File: src/rtl/ntt_pointwise_mul.sv
// Pointwise modular multiply of two 4-coefficient NTT frames (A then B) with one shared multiplier.
// Optional macro PWM_SCALE_EN: each product is also scaled by N_INV mod Q, taking 2 edges per coefficient.
module ntt_pointwise_mul #(
    parameter int unsigned     BITS  = 32,
    parameter longint unsigned Q     = 5,
    parameter longint unsigned N_INV = 4
) (
    input  logic            clk,
    input  logic            rst,
    input  logic            in_valid,
    output logic            in_ready,
    input  logic [BITS-1:0] in_d0,
    input  logic [BITS-1:0] in_d1,
    input  logic [BITS-1:0] in_d2,
    input  logic [BITS-1:0] in_d3,
    output logic            out_valid,
    input  logic            out_ready,
    output logic [BITS-1:0] c0,
    output logic [BITS-1:0] c1,
    output logic [BITS-1:0] c2,
    output logic [BITS-1:0] c3,
    output logic            busy
);

    localparam logic [BITS-1:0]   QB = BITS'(Q);
    localparam logic [2*BITS-1:0] QW = {{BITS{1'b0}}, QB};

    typedef enum logic [1:0] {LOAD_A, LOAD_B, MUL, OUT} state_t;

    state_t          state_q, state_d;
    logic [1:0]      idx_q;
    logic [BITS-1:0] a_q [4];
    logic [BITS-1:0] b_q [4];
    logic [BITS-1:0] c_q [4];
    logic [BITS-1:0] in_d [4];

    logic [BITS-1:0]   op_x, op_y, mul_res;
    logic [2*BITS-1:0] prod;
    logic              last_step;

    assign in_d[0] = in_d0;
    assign in_d[1] = in_d1;
    assign in_d[2] = in_d2;
    assign in_d[3] = in_d3;

`ifdef PWM_SCALE_EN
    localparam logic [BITS-1:0] NINV_B = BITS'(N_INV);

    logic            phase_q;
    logic [BITS-1:0] p_q;

    // Second phase reuses the multiplier to scale the held product by N_INV.
    assign op_x      = phase_q ? p_q    : a_q[idx_q];
    assign op_y      = phase_q ? NINV_B : b_q[idx_q];
    assign last_step = (idx_q == 2'd3) && phase_q;
`else
    assign op_x      = a_q[idx_q];
    assign op_y      = b_q[idx_q];
    assign last_step = (idx_q == 2'd3);
`endif

    // Full-width product so reduction sees every bit of a*b.
    assign prod    = {{BITS{1'b0}}, op_x} * {{BITS{1'b0}}, op_y};
    assign mul_res = BITS'(prod % QW);

    assign in_ready  = ((state_q == LOAD_A) || (state_q == LOAD_B)) && !rst;
    assign out_valid = (state_q == OUT);
    assign busy      = (state_q == MUL);

    assign c0 = c_q[0];
    assign c1 = c_q[1];
    assign c2 = c_q[2];
    assign c3 = c_q[3];

    always_ff @(posedge clk or posedge rst) begin
        if (rst) state_q <= LOAD_A;
        else     state_q <= state_d;
    end

    always_comb begin
        // NOTE: default assigned first so no path leaves state_d unassigned (avoids a latch).
        state_d = state_q;
        case (state_q)
            LOAD_A:  if (in_valid)  state_d = LOAD_B;
            LOAD_B:  if (in_valid)  state_d = MUL;
            MUL:     if (last_step) state_d = OUT;
            OUT:     if (out_ready) state_d = LOAD_A;
            default: state_d = LOAD_A;
        endcase
    end

    always_ff @(posedge clk or posedge rst) begin
        if (rst) begin
            idx_q <= '0;
            // NOTE: the operand/result arrays are small flop banks that must read back 0 after reset, so they are reset explicitly.
            for (int k = 0; k < 4; k++) begin
                a_q[k] <= '0;
                b_q[k] <= '0;
                c_q[k] <= '0;
            end
`ifdef PWM_SCALE_EN
            phase_q <= 1'b0;
            p_q     <= '0;
`endif
        end else begin
            // NOTE: non-blocking assignments keep every register update on the same edge order-independent.
            case (state_q)
                LOAD_A: if (in_valid) begin
                    for (int k = 0; k < 4; k++) a_q[k] <= in_d[k] % QB;
                end
                LOAD_B: if (in_valid) begin
                    for (int k = 0; k < 4; k++) b_q[k] <= in_d[k] % QB;
                    idx_q <= '0;
`ifdef PWM_SCALE_EN
                    phase_q <= 1'b0;
`endif
                end
                MUL: begin
`ifdef PWM_SCALE_EN
                    if (phase_q) begin
                        c_q[idx_q] <= mul_res;
                        idx_q      <= idx_q + 2'd1;
                    end else begin
                        p_q <= mul_res;
                    end
                    phase_q <= ~phase_q;
`else
                    c_q[idx_q] <= mul_res;
                    idx_q      <= idx_q + 2'd1;
`endif
                end
                default: ;
            endcase
        end
    end

endmodule

File: config.mk
export PLATFORM = sky130hd
export DESIGN_NAME = ntt_pointwise_mul
export DESIGN_NICKNAME = d
export VERILOG_FILES = /design/src/rtl/ntt_pointwise_mul.sv
export SDC_FILE = /design/constraint.sdc
export NUM_CORES = 2
export LEC_CHECK = 0
export CAP_MARGIN = 10
export CORE_UTILIZATION = 37
export DETAILED_ROUTE_END_ITERATION = 6
export HOLD_SLACK_MARGIN = 0.15
export PLACE_DENSITY = 0.55
export REMOVE_ABC_BUFFERS = 1
export SYNTH_ARGS = -nofsm -noshare
export SYNTH_HDL_FRONTEND = slang
export SYNTH_SLANG_ARGS = --single-unit
export TNS_END_PERCENT = 30
File: constraint.sdc
create_clock -name clk -period 32.7 [get_ports clk]
set_input_delay 4.905 -clock clk [delete_from_list [all_inputs] [get_ports clk]]
set_output_delay 4.905 -clock clk [all_outputs]
set_load 0.05 [all_outputs]
==> run summary <==
Status - completed
Initial antenna violation count - 23
Critical-path maximum fanout - 16
Mean Syn Cell Area - 7.89 µm²
Post-Route M1 WL - 101000 µm
Root Buffer - clkbuf_16
Period utilisation layout - 95.8%
FP Rows - 158
Detailed placer's ending HPWL - 190000 µm
CP peak stage delay - 660 ps
Register-to-Register Setup Slack - 1360 ps
Critical path required time - 33190 ps
Slew @ Worst Pin - 1170 ps
Routed met3 length - 21800 µm
Synth cell types - 134
Global-route wire length before repair - 376000 µm
CTS sink cnt - 388
Final setup violating endpoints - 0
Die Ht - 435 µm
Max-cap violations - 0
Mux share of post-synthesis cell area - 3.36%
Post-synth ARST share - 100%
Synth top area share - 25.8%
Top Layer Used - met5
Worst path slowest cell - fa_1
Crit path buffers/inverters - 12
Part of the Yosys area used for sequential elements - 14.0%
Hold bufs inserted after CTS - 0
Proportion of layout cells with a drive suffix above 1 - 8.25%
CP top delay family - compound AO/OA/AOI/OAI gates
Worst R2R Path Depth - 104
TNS Setup - 0 ps
Most frequent CP cell - fa_1
Setup ws final - 1360 ps
Ranking of synthesized cells by area - fa_1 26%, dfrtp_1 14%, nor2_1 7.3%, nand2_1 6.0%, inv_1 5.7%
DP Worst Slack - 421 ps
GRT overflow - 0
Fin. Hold Viols - 0
Critical Path End - c3[5]
Met2 routed wirelength - 112000 µm
Synth Area in Simple Gates - 20.3%
Layout area overhead - 11.5%
RSZ-0062 raised after global routing - no
Drt total wl - 245000 µm
DRT Pass-1 Iters - 6
Final nets - 10200
Main combinational cell family by area after synthesis - adder cells
Routed vias/inst - 5.67
Setup Skew - 17.3 ps
Relative slew margins - 20.7%
Core Area - 186000 µm²
Max Slew Vio Count - 0
Flops & latches, synth - 388
# DRC - 0
Post-DR wirelength/cell - 21.5 µm
Crit end category - flip-flop
Num CTS Buffers - 42
WP depth - 104
Routability cong. - 0.974
Worst Setup Path Type - flip-flop to flip-flop
Post-route ant nets - 0
Max Fclk - 31.9 MHz
Commonest cells in the synthesized netlist - 1360 x nor2_1, 1104 x nand2_1, 1053 x inv_1, 896 x fa_1, 446 x clkbuf_1
RR Startpoint - idx_q[1]
Clk_lat worst skew - 580 ps
Count leader, synth - nor2_1
Largest net degree at the start of global routing - 180
Primary FF master, synth - dfrtp_1
Synth area leader - fa_1
Gr usage total - 25.2%
Die area - 190000 µm²
Post-synthesis compound-gate area fraction - 19.3%
Iteration-0 DRC Markers - 5363
IO Pins - 263
Initial Util - 37.3%
XOR/XNOR share of the synthesized area - 2.82%
Element type at the critical path start - flip-flop
Routed via count - 64600
Die width - 435 µm
Htree depth - 2
Synth Warn # - 0
CP startpoint - idx_q[1]
Clock tree buffer depth - 3
Post-Syn Instances - 8808
Post-synthesis adder-cell area fraction - 31.3%
Port buffer count - 262
CTS clk-pin slew, worst paths - 60 ps
Min Tclk post-route - 31340 ps
Post-Synthesis Cell Area - 69500 µm²
Vias in the first global route - 63400
EDFF count, synth - 0
RR Endpoint - c3[5]
CP Data Arrival Time - 31820 ps
Hold Crit Class - flip-flop to flip-flop
CTS tree - done
Fill cell total of the finished layout - 18800
[worst reg2reg max path: cells and delay by family, from the launching register on]
kind	cells	cell delay [ps]
simple gates	28	8000
mux	4	1370
xor+xnor	3	490
compound gates	46	13660
fa+ha+maj	11	5160
flops	1	630
buf+inv	12	1950
[layer usage]
metal / GRT usage (%) / vias up
met4: 9.38 / 32
met2: 40.4 / 2412
met1: 32.6 / 32200
met3: 6.18 / 402
met5: 0 / -
li1: - / 29500
[timing repair]
action,4_1_cts,5_1_grt
setup endpoints to repair,0,128
buffers inserted,0,12
endpoints found under the hold margin,0,0
resized for setup,0,88
[per-stage QoR]
step / instances / utilization (%) / instance area [µm²] / hold slack, ps
finish: 11400 / 41.6 / 77500 / 479
global route: 11400 / 41.6 / 77500 / 487
CTS: 11400 / 41.3 / 76900 / 480
detailed placement: 11300 / 40.6 / 75500 / 466
global placement: 11300 / 40.6 / 75500 / 457
floorplan: 8246 / - / 67200 / 440
[kinds of logic (layout without fill, tap and decap cells)]
group,count (synthesis),after routing
other cells,0,6
xor+xnor,223,223
compound gates,1913,1913
flops,388,388
simple gates,3250,3250
mux,213,213
fa+ha+maj,1201,1201
buf+inv,1620,1721
[cells in the final DEF, fill, tap and decap left out, types with 76 or more instances in the layout]
master / instances
nor2_1: 1356
nand2_1: 1103
inv_1: 1052
fa_1: 896
dfrtp_1: 386
o21ai_0: 352
a21oi_1: 334
buf_4: 303
ha_1: 289
clkdlybuf4s50_1: 262
o21a_1: 178
xnor2_1: 149
nand3_1: 143
nor3_1: 130
mux2i_1: 115
o21ai_1: 101
o211ai_1: 91
mux2_2: 87
a211oi_1: 76
[sequential cells by signal, summed over array words and instances (netlist names)]
name,flops
a_q,128
b_q,128
c0,32
c3,32
c2,32
idx_q,2
state_q,2
c1,32
[area by class of cell]
cell class | instances | area [µm²] | area share [%]
clock buffers | 58 | 1190 | 1.54
well taps | 2480 | 3100 | 4.00
repair buffers | 588 | 5260 | 6.78
diodes | 6 | 15.0 | 0.0194
multi-input cells | 6800 | 54000 | 69.7
inverters | 1058 | 3980 | 5.14
flip-flops and latches | 388 | 9720 | 12.5
clock inverters | 17 | 183 | 0.236
[how the worst min path moves through the flow]
stage,startpoint,to,cells after the start
finish,a_q[101],a_q[101],2
global route,a_q[101],a_q[101],2
CTS,a_q[101],a_q[101],2
detailed placement,b_q[4],b_q[4],2
global placement,a_q[101],a_q[101],2
floorplan,b_q[5],b_q[5],2
Power is left out: the tool's default activity adds up to more than one toggle a clock period on the data nets, which glitch-free logic cannot reach.
